$ cat config.mk
export PLATFORM = sky130hd
export DESIGN_NAME = lcd_value_formatter
export DESIGN_NICKNAME = d
export VERILOG_FILES = /design/src/rtl/lcd_pkg.sv /design/src/rtl/bin2bcd_seq.sv /design/src/rtl/lcd_value_formatter.sv
export SDC_FILE = /design/constraint.sdc
export NUM_CORES = 1
export LEC_CHECK = 0
export CORE_UTILIZATION = 45
export CTS_CLUSTER_DIAMETER = 30
export DETAILED_ROUTE_END_ITERATION = 7
export GPL_TIMING_DRIVEN = 0
export PLACE_DENSITY = 0.71
export SLEW_MARGIN = 20
export SYNTH_ARGS = -nofsm -noshare
export SYNTH_HDL_FRONTEND = slang
export SYNTH_HIERARCHICAL = 1
export SYNTH_SLANG_ARGS = --single-unit
$ cat constraint.sdc
create_clock -name clk -period 3.9 [get_ports clk]
set_clock_uncertainty 0.05 [all_clocks]
set_input_delay 0.78 -clock clk [delete_from_list [all_inputs] [get_ports clk]]
set_output_delay 0.78 -clock clk [all_outputs]
set_load 0.05 [all_outputs]
$ cat src/rtl/lcd_pkg.sv
// lcd_pkg: shared ASCII/command constants and formatter state encoding.
package lcd_pkg;
  localparam logic [7:0] CH_PLUS   = 8'h2B;
  localparam logic [7:0] CH_MINUS  = 8'h2D;
  localparam logic [7:0] CH_ZERO   = 8'h30;
  localparam logic [7:0] CH_SPACE  = 8'h20;
  localparam logic [7:0] CMD_LINE2 = 8'hC0;
  localparam logic [7:0] CMD_CLEAR = 8'h01;
  localparam logic [7:0] CMD_HOME  = 8'h02;
  typedef enum logic [2:0] {IDLE, CONV, CMD, SIGN, DIGIT} state_t;
endpackage

$ cat src/rtl/bin2bcd_seq.sv
// bin2bcd_seq: W-cycle double-dabble binary to BCD; done is high during the final iteration.
module bin2bcd_seq #(
  parameter int W = 16,
  parameter int D = 5
) (
  input  logic           clk,
  input  logic           rst,
  input  logic           start,
  input  logic [W-1:0]   bin,
  output logic           done,
  output logic [4*D-1:0] bcd
);
  localparam int CW = $clog2(W);
  logic [W-1:0] sh;
  logic [CW-1:0] cnt;
  logic run;
  logic [4*D-1:0] adj;
  for (genvar i = 0; i < D; i++) begin : g_adj
    assign adj[4*i+:4] = (bcd[4*i+:4] >= 4'd5) ? bcd[4*i+:4] + 4'd3 : bcd[4*i+:4];
  end
  assign done = run && cnt == CW'(W-1);
  always_ff @(posedge clk or negedge rst) begin
    if (!rst) begin
      sh  <= '0;
      bcd <= '0;
      cnt <= '0;
      run <= 1'b0;
    end else if (start) begin
      sh  <= bin;
      bcd <= '0;
      cnt <= '0;
      run <= 1'b1;
    end else if (run) begin
      {bcd, sh} <= {adj, sh} << 1;
      cnt <= cnt + 1'b1;
      if (done) run <= 1'b0;
    end
  end
endmodule

$ cat src/rtl/lcd_value_formatter.sv
// lcd_value_formatter: signed value -> "+00000" LCD field byte stream (cursor cmd, sign, digits).
// LCD_FMT_LEADING_BLANK_EN: emit leading zero digits (except the last) as spaces.
module lcd_value_formatter
  import lcd_pkg::*;
#(
  parameter int         DATA_W     = 16,
  parameter int         NUM_DIGITS = 5,
  parameter logic [7:0] FIELD_CMD  = 8'hCA
) (
  input  logic              clk,
  input  logic              rst,
  input  logic              in_valid,
  output logic              in_ready,
  input  logic [DATA_W-1:0] in_value,
  output logic              out_valid,
  input  logic              out_ready,
  output logic [7:0]        out_data,
  output logic              out_rs,
  output logic              busy
);
  state_t state, nxt;
  logic sign, start, done, blank;
  logic [2:0] idx;
  logic [3:0] nib;
  logic [DATA_W-1:0] mag;
  logic [4*NUM_DIGITS-1:0] bcd;
  assign start = in_valid && state == IDLE;
  assign mag   = in_value[DATA_W-1] ? -in_value : in_value;
  assign busy  = state != IDLE;
  assign nib   = bcd[{idx, 2'b00}+:4];
`ifdef LCD_FMT_LEADING_BLANK_EN
  assign blank = idx != 3'd0 && (bcd >> {idx, 2'b00}) == '0;
`else
  assign blank = 1'b0;
`endif
  bin2bcd_seq #(.W(DATA_W), .D(NUM_DIGITS)) u_conv (
    .clk(clk), .rst(rst), .start(start), .bin(mag), .done(done), .bcd(bcd)
  );
  always_comb begin
    nxt       = state;
    in_ready  = 1'b0;
    out_valid = 1'b0;
    out_data  = 8'h00;
    out_rs    = 1'b0;
    case (state)
      IDLE: begin
        in_ready = 1'b1;
        if (in_valid) nxt = CONV;
      end
      CONV: if (done) nxt = CMD;
      CMD: begin
        out_valid = 1'b1;
        out_data  = FIELD_CMD;
        if (out_ready) nxt = SIGN;
      end
      SIGN: begin
        out_valid = 1'b1;
        out_rs    = 1'b1;
        out_data  = sign ? CH_MINUS : CH_PLUS;
        if (out_ready) nxt = DIGIT;
      end
      DIGIT: begin
        out_valid = 1'b1;
        out_rs    = 1'b1;
        out_data  = blank ? CH_SPACE : CH_ZERO + {4'h0, nib};
        if (out_ready && idx == 3'd0) nxt = IDLE;
      end
      default: nxt = IDLE;
    endcase
  end
  always_ff @(posedge clk or negedge rst) begin
    if (!rst) begin
      state <= IDLE;
      sign  <= 1'b0;
      idx   <= '0;
    end else begin
      state <= nxt;
      if (start) sign <= in_value[DATA_W-1];
      if (state == SIGN && out_ready) idx <= 3'(NUM_DIGITS - 1);
      else if (state == DIGIT && out_ready && idx != 3'd0) idx <= idx - 3'd1;
    end
  end
endmodule

==> results of run 1 <==
## worst max-delay path, delay by kind of cell (launching register included)
family / cells / cell delay [ps]
AOI/OAI and AO/OA: 1 / 190
and+or+nand+nor: 2 / 650
buffers and inverters: 4 / 1210
DFF: 1 / 370
## layout by cell type, fill, tap and decap left out, types with 4 or more instances in the layout
cell type	n
nand2_1	42
mux4_2	4
o21ai_0	30
nor2_1	19
clkdlybuf4s50_1	29
buf_4	6
clkbuf_8	5
o32ai_1	4
nand4_1	5
a21oi_1	12
inv_1	19
clkbuf_1	7
ha_1	14
dfrtp_1	48
mux2i_1	20
buf_2	8
nand2b_1	9
xnor2_1	14
nand3_1	9
xor2_1	5
## kinds of logic after synthesis
logic type      Yosys count  synth area share, %
buf+inv                  43                 6.50
compound gates           79                 17.1
simple gates            109                 17.9
mux                      27                 10.3
xor+xnor                 19                 5.21
flops                    48                 37.6
fa+ha+maj                14                 5.48
## sequential cells by signal, indices dropped and copies added (netlist names)
signal / flops
sign: 1
u_conv/bcd: 20
u_conv/run: 1
idx: 3
u_conv/sh: 16
state: 3
u_conv/cnt: 4
## metal layers
metal,wire length [um],global-route usage (%)
met3,278,3.14
met1,3050,25.1
met5,0,0
met2,3560,36.1
met4,103,6.97
## how the worst max path moves through the flow
stage / from / end / cells past startpoint
floorplan: state[0] / busy / 3
CTS: state[1] / out_data[2] / 8
global placement: rst / u_conv/sh[11] / 1
global route: state[1] / out_data[0] / 7
finish: state[1] / out_data[0] / 7
detailed placement: state[1] / out_data[2] / 8
## power by group through the flow
stage                     Clock [mW]  Combinational, mW  Sequential, mW
after global placement             0               1.18           0.902
after detailed placement           0               1.22           0.909
after floorplan                    0              0.959           0.847
after global routing           0.317               1.36           0.931
final                          0.291               1.23           0.900
after CTS                      0.298               1.23           0.900
## final cells by class
cell class,instances,area share (%)
plain buffers,22,3.47
clock buffers,5,1.85
clock inverters,2,0.337
inverters,21,2.12
multi-input cells,248,48.1
flip-flops and latches,48,32.4
well taps,96,3.24
repair buffers,31,8.49
==> flow_summary.json, run 1 <==
{
  "die_h_um": 86.3,
  "syn_nets": 373,
  "internal_power_mw": 1.38,
  "worstSetupEndpointType": "output port",
  "yosysWarnings": 6,
  "die_area_um2": 7440,
  "rr_startpoint": "state[0]",
  "core_um2": 6830,
  "die_width_um": 86.3,
  "cts_buffer_depth": 2,
  "drc": 0,
  "place_congestion": 0.831,
  "cp_common_cell": "buf_2",
  "port_buffers": 30,
  "seq_area_um2": 1200,
  "wl_per_cell_um": 14.8,
  "setup_slack_ps": 353,
  "power.share.clock_pct": 12.0,
  "synth.most_common_cell": "dfrtp_1",
  "area_delta_synth_final_pct": 16.2,
  "fin_crit_sh_pct": 91.0,
  "yosys.area.top_type": "dfrtp_1",
  "maxCapViolations": 0,
  "cts_root_buffer": "clkbuf_8",
  "switching_share_pct": 43.0,
  "power.density_nw_per_um2": 652,
  "synth_flop_cell": "dfrtp_1",
  "utilization_pct": 54.3,
  "pwr-share-seq_pct": 37.2,
  "cts_setup_buffers": 0,
  "worstReg2RegEnd": "u_conv/sh[11]",
  "rsz0062_at_grt": "false",
  "stdcell_area_um2": 3710,
  "crit_type": "reg2out",
  "first_iter_violations": 252,
  "track_usage_pct": 20.3,
  "rows": 30,
  "worstPathArrival_ps": 2720,
  "clk_latency_ps": 300,
  "yosys-top-cells-count": "dfrtp_1, nand2_1, o21ai_0",
  "ys_seq_area_share_pct": 37.6,
  "io_pins": 32,
  "worst_hold_slack_ps": 401,
  "setup_viol": 0,
  "ys_async_sr_fraction_pct": 100,
  "cp-start-kind": "flop",
  "required_ps": 3070,
  "gr-total-overflow": 0,
  "ant_nets": 0,
  "dp_hpwl_um": 5230,
  "clock_sinks": 48,
  "placed_area_um2": 3630,
  "cts_buffers": 5,
  "ff2ff_path_depth": 7,
  "stdcell_count": 473,
  "status": "completed",
  "power_mw": 2.42,
  "fin_nets": 411,
  "cts_tree": "yes",
  "finalHoldViolations": 0,
  "htree_levels": 2,
  "synth_cell_type_count": 59,
  "cp_max_fo": 9,
  "synth.area.top_cells": "dfrtp_1, mux2i_1, ha_1",
  "n_antenna_cell": 0,
  "finalWirelength_um": 7000,
  "multi_input_area_um2": 1790,
  "vias_per_cell": 5.56,
  "ir_drop_mv": 0.201,
  "cts.repair.resized": 0,
  "slowest_stage": "clkdlybuf4s50_1",
  "setup-tns-final_ps": 0,
  "drv_slew": 0,
  "vias": 2632,
  "worstMarginPinSlew_ps": 607,
  "synth-edff-count": 0,
  "grt_max_degree": 27,
  "final.min_clock_period_ps": 3550,
  "combinationalPowerShare_pct": 50.8,
  "max_clock_freq_mhz": 282,
  "p_sw_mw": 1.04,
  "drive_gt1_share_pct": 11.9,
  "cts.reportedPaths.clkPinSlew_ps": 90,
  "hp-class": "in2async",
  "leakage_nw": 1.66,
  "critPathMaxStageDelay_ps": 800,
  "hold_buffers": 0,
  "synth-seq-cells": 48,
  "nFillCells": 644,
  "synthCells": 339,
  "grt_pass1_vias": 2576,
  "cp_cell_sequence": "buf_2, or3b_1, buf_2, inv_2, and4_1, a221o_1, clkdlybuf4s50_1",
  "yosysTopAreaCellShare_pct": 37.6,
  "dp.cells": 466,
  "grt_pass1_wl_um": 11900,
  "syn_area_um2": 3200,
  "start_util_pct": 46.8,
  "preCtsSetupSlack_ps": 703,
  "drt-pass1-iter-count": 4,
  "antenna_found_initial": 0,
  "synth.avg_cell_area_um2": 9.43,
  "r2r_setup_slack_ps": 1810,
  "relSlewSlack_pct": 59.5
}
No activity file was read; power rests on OpenSTA's default activity.
==> run 2: changes to the inputs <==
--- a/config.mk
+++ b/config.mk
@@ -10,6 +10,7 @@
 export DETAILED_ROUTE_END_ITERATION = 7
 export GPL_TIMING_DRIVEN = 0
 export PLACE_DENSITY = 0.71
+export SKIP_LAST_GASP = 1
 export SLEW_MARGIN = 20
 export SYNTH_ARGS = -nofsm -noshare
 export SYNTH_HDL_FRONTEND = slang
==> results of run 2 <==
The final DEF is identical to that of run 1; final timing and power are the same.
==> run 3: changes to the inputs <==
--- a/config.mk
+++ b/config.mk
@@ -5,11 +5,11 @@
 export SDC_FILE = /design/constraint.sdc
 export NUM_CORES = 1
 export LEC_CHECK = 0
-export CORE_UTILIZATION = 45
+export CORE_UTILIZATION = 40
 export CTS_CLUSTER_DIAMETER = 30
 export DETAILED_ROUTE_END_ITERATION = 7
 export GPL_TIMING_DRIVEN = 0
-export PLACE_DENSITY = 0.71
+export PLACE_DENSITY = 0.65
 export SKIP_LAST_GASP = 1
 export SLEW_MARGIN = 20
 export SYNTH_ARGS = -nofsm -noshare
==> flow_summary.json, run 3 (synthesized netlist as in run 1, its figures left out) <==
{
  "clock_sinks": 48,
  "power.density_nw_per_um2": 671,
  "cp_cell_sequence": "buf_2, or3b_1, buf_2, inv_2, and4_1, a221o_1, clkdlybuf4s50_1",
  "required_ps": 3070,
  "rsz0062_at_grt": "false",
  "io_pins": 32,
  "cts.repair.resized": 0,
  "antenna_found_initial": 0,
  "cts_buffers": 5,
  "hold_buffers": 0,
  "final.min_clock_period_ps": 3520,
  "largest_reg_flops": 20,
  "grt_pass1_vias": 2708,
  "gr-total-overflow": 0,
  "worstSetupEndpointType": "output port",
  "maxCapViolations": 0,
  "core_um2": 7730,
  "cts.reportedPaths.clkPinSlew_ps": 90,
  "cp_max_fo": 9,
  "slowest_stage": "clkdlybuf4s50_1",
  "vias": 2608,
  "crit_type": "reg2out",
  "reg_top3": "u_conv/bcd (20), u_conv/sh (16), u_conv/cnt (4)",
  "regMostFlops": "u_conv/bcd",
  "clk_latency_ps": 310,
  "htree_levels": 2,
  "setup-tns-final_ps": 0,
  "fin_crit_sh_pct": 90.3,
  "worstMarginPinSlew_ps": 595,
  "status": "completed",
  "finalWirelength_um": 7180,
  "vias_per_cell": 5.43,
  "stdcell_area_um2": 3760,
  "placed_area_um2": 3640,
  "die_width_um": 91.4,
  "grt_pass1_wl_um": 12300,
  "track_usage_pct": 18.4,
  "die_area_um2": 8350,
  "utilization_pct": 48.7,
  "place_congestion": 0.813,
  "die_h_um": 91.4,
  "worstPathArrival_ps": 2690,
  "area_delta_synth_final_pct": 17.7,
  "fin_nets": 411,
  "cp-start-kind": "flop",
  "relSlewSlack_pct": 60.3,
  "nFillCells": 743,
  "rows": 32,
  "start_util_pct": 41.4,
  "critPathMaxStageDelay_ps": 790,
  "ant_nets": 0,
  "grt_max_degree": 31,
  "hp-class": "in2async",
  "max_clock_freq_mhz": 284,
  "first_iter_violations": 158,
  "drc": 0,
  "cts_setup_buffers": 0,
  "setup_viol": 0,
  "cts_root_buffer": "clkbuf_8",
  "drt-pass1-iter-count": 5,
  "leakage_nw": 1.68,
  "n_antenna_cell": 0,
  "ir_drop_mv": 0.214,
  "port_buffers": 30,
  "mostFrequentLayoutCells": "dfrtp_1, nand2_1, o21ai_0",
  "wl_per_cell_um": 15.0,
  "cts_buffer_depth": 2,
  "layout_commonest_cell": "dfrtp_1",
  "dp_hpwl_um": 5410,
  "cp_common_cell": "buf_2",
  "drv_slew": 0,
  "drive_gt1_share_pct": 12.2,
  "cts_tree": "yes",
  "finalHoldViolations": 0
}
-- run 3: changes by cell type in the layout (fill, tap and decap cells not counted) --
cell / previous run / this run
clkinv_4: 0 / 1
clkbuf_8: 5 / 6
bufinv_16: 0 / 1
clkinv_2: 1 / 0
clkinvlp_4: 1 / 0
-- run 3: path summary, 6_finish.rpt --
path                            startpoint            end  slack (ps)  depth (start not counted)
min in group clk                  state[2]       state[0]         490                          1
worst min-delay path                   rst  u_conv/cnt[3]         360                          1
worst max-delay path              state[1]    out_data[0]         380                          7
max in group asynchronous              rst  u_conv/bcd[8]        2930                          2
worst min register to register    state[2]       state[0]         490                          1
worst max register to register    state[0]  u_conv/sh[13]        1770                          7
-- run 3: power by group --
group,switching (mW),total (mW),internal (mW)
sequential,0.196,0.900,0.705
clock,0.174,0.384,0.210
combinational,0.683,1.24,0.556
-- run 3: critical path: cells and delay by family (launching register included) --
kind	cells	cell delay (ps)
compound gates	1	180
flops	1	370
buf+inv	4	1200
simple gates	2	630
-- run 3: through the flow --
step | total power [mW] | hold WS, ps | worst slack [ps] | instances
6_report | 2.52 | 361 | 377 | 480
5_1_grt | 2.73 | 404 | 277 | 480
4_1_cts | 2.53 | 380 | 361 | 480
3_5_place_dp | 2.15 | 468 | 700 | 472
3_3_place_gp | 2.09 | 469 | 604 | 471
2_1_floorplan | 1.81 | 434 | 765 | 339
-- run 3: area by class of cell --
cell class | instances | area (um2) | share of cell area (%)
flip-flops and latches | 48 | 1200 | 31.9
clock buffers | 6 | 82.6 | 2.20
clock inverters | 2 | 38.8 | 1.03
plain buffers | 22 | 129 | 3.43
repair buffers | 31 | 315 | 8.39
multi-input cells | 248 | 1790 | 47.5
inverters | 21 | 78.8 | 2.10
well taps | 102 | 128 | 3.39
-- run 3: routing by layer --
layer  GRT usage [%]  share of wire [%]  vias up
li1                -                  -     1281
met1            22.3                 44     1258
met2            33.0                 51       65
met3            2.76                4.6        4
met4            6.61               0.61        0
met5               0                  0        -
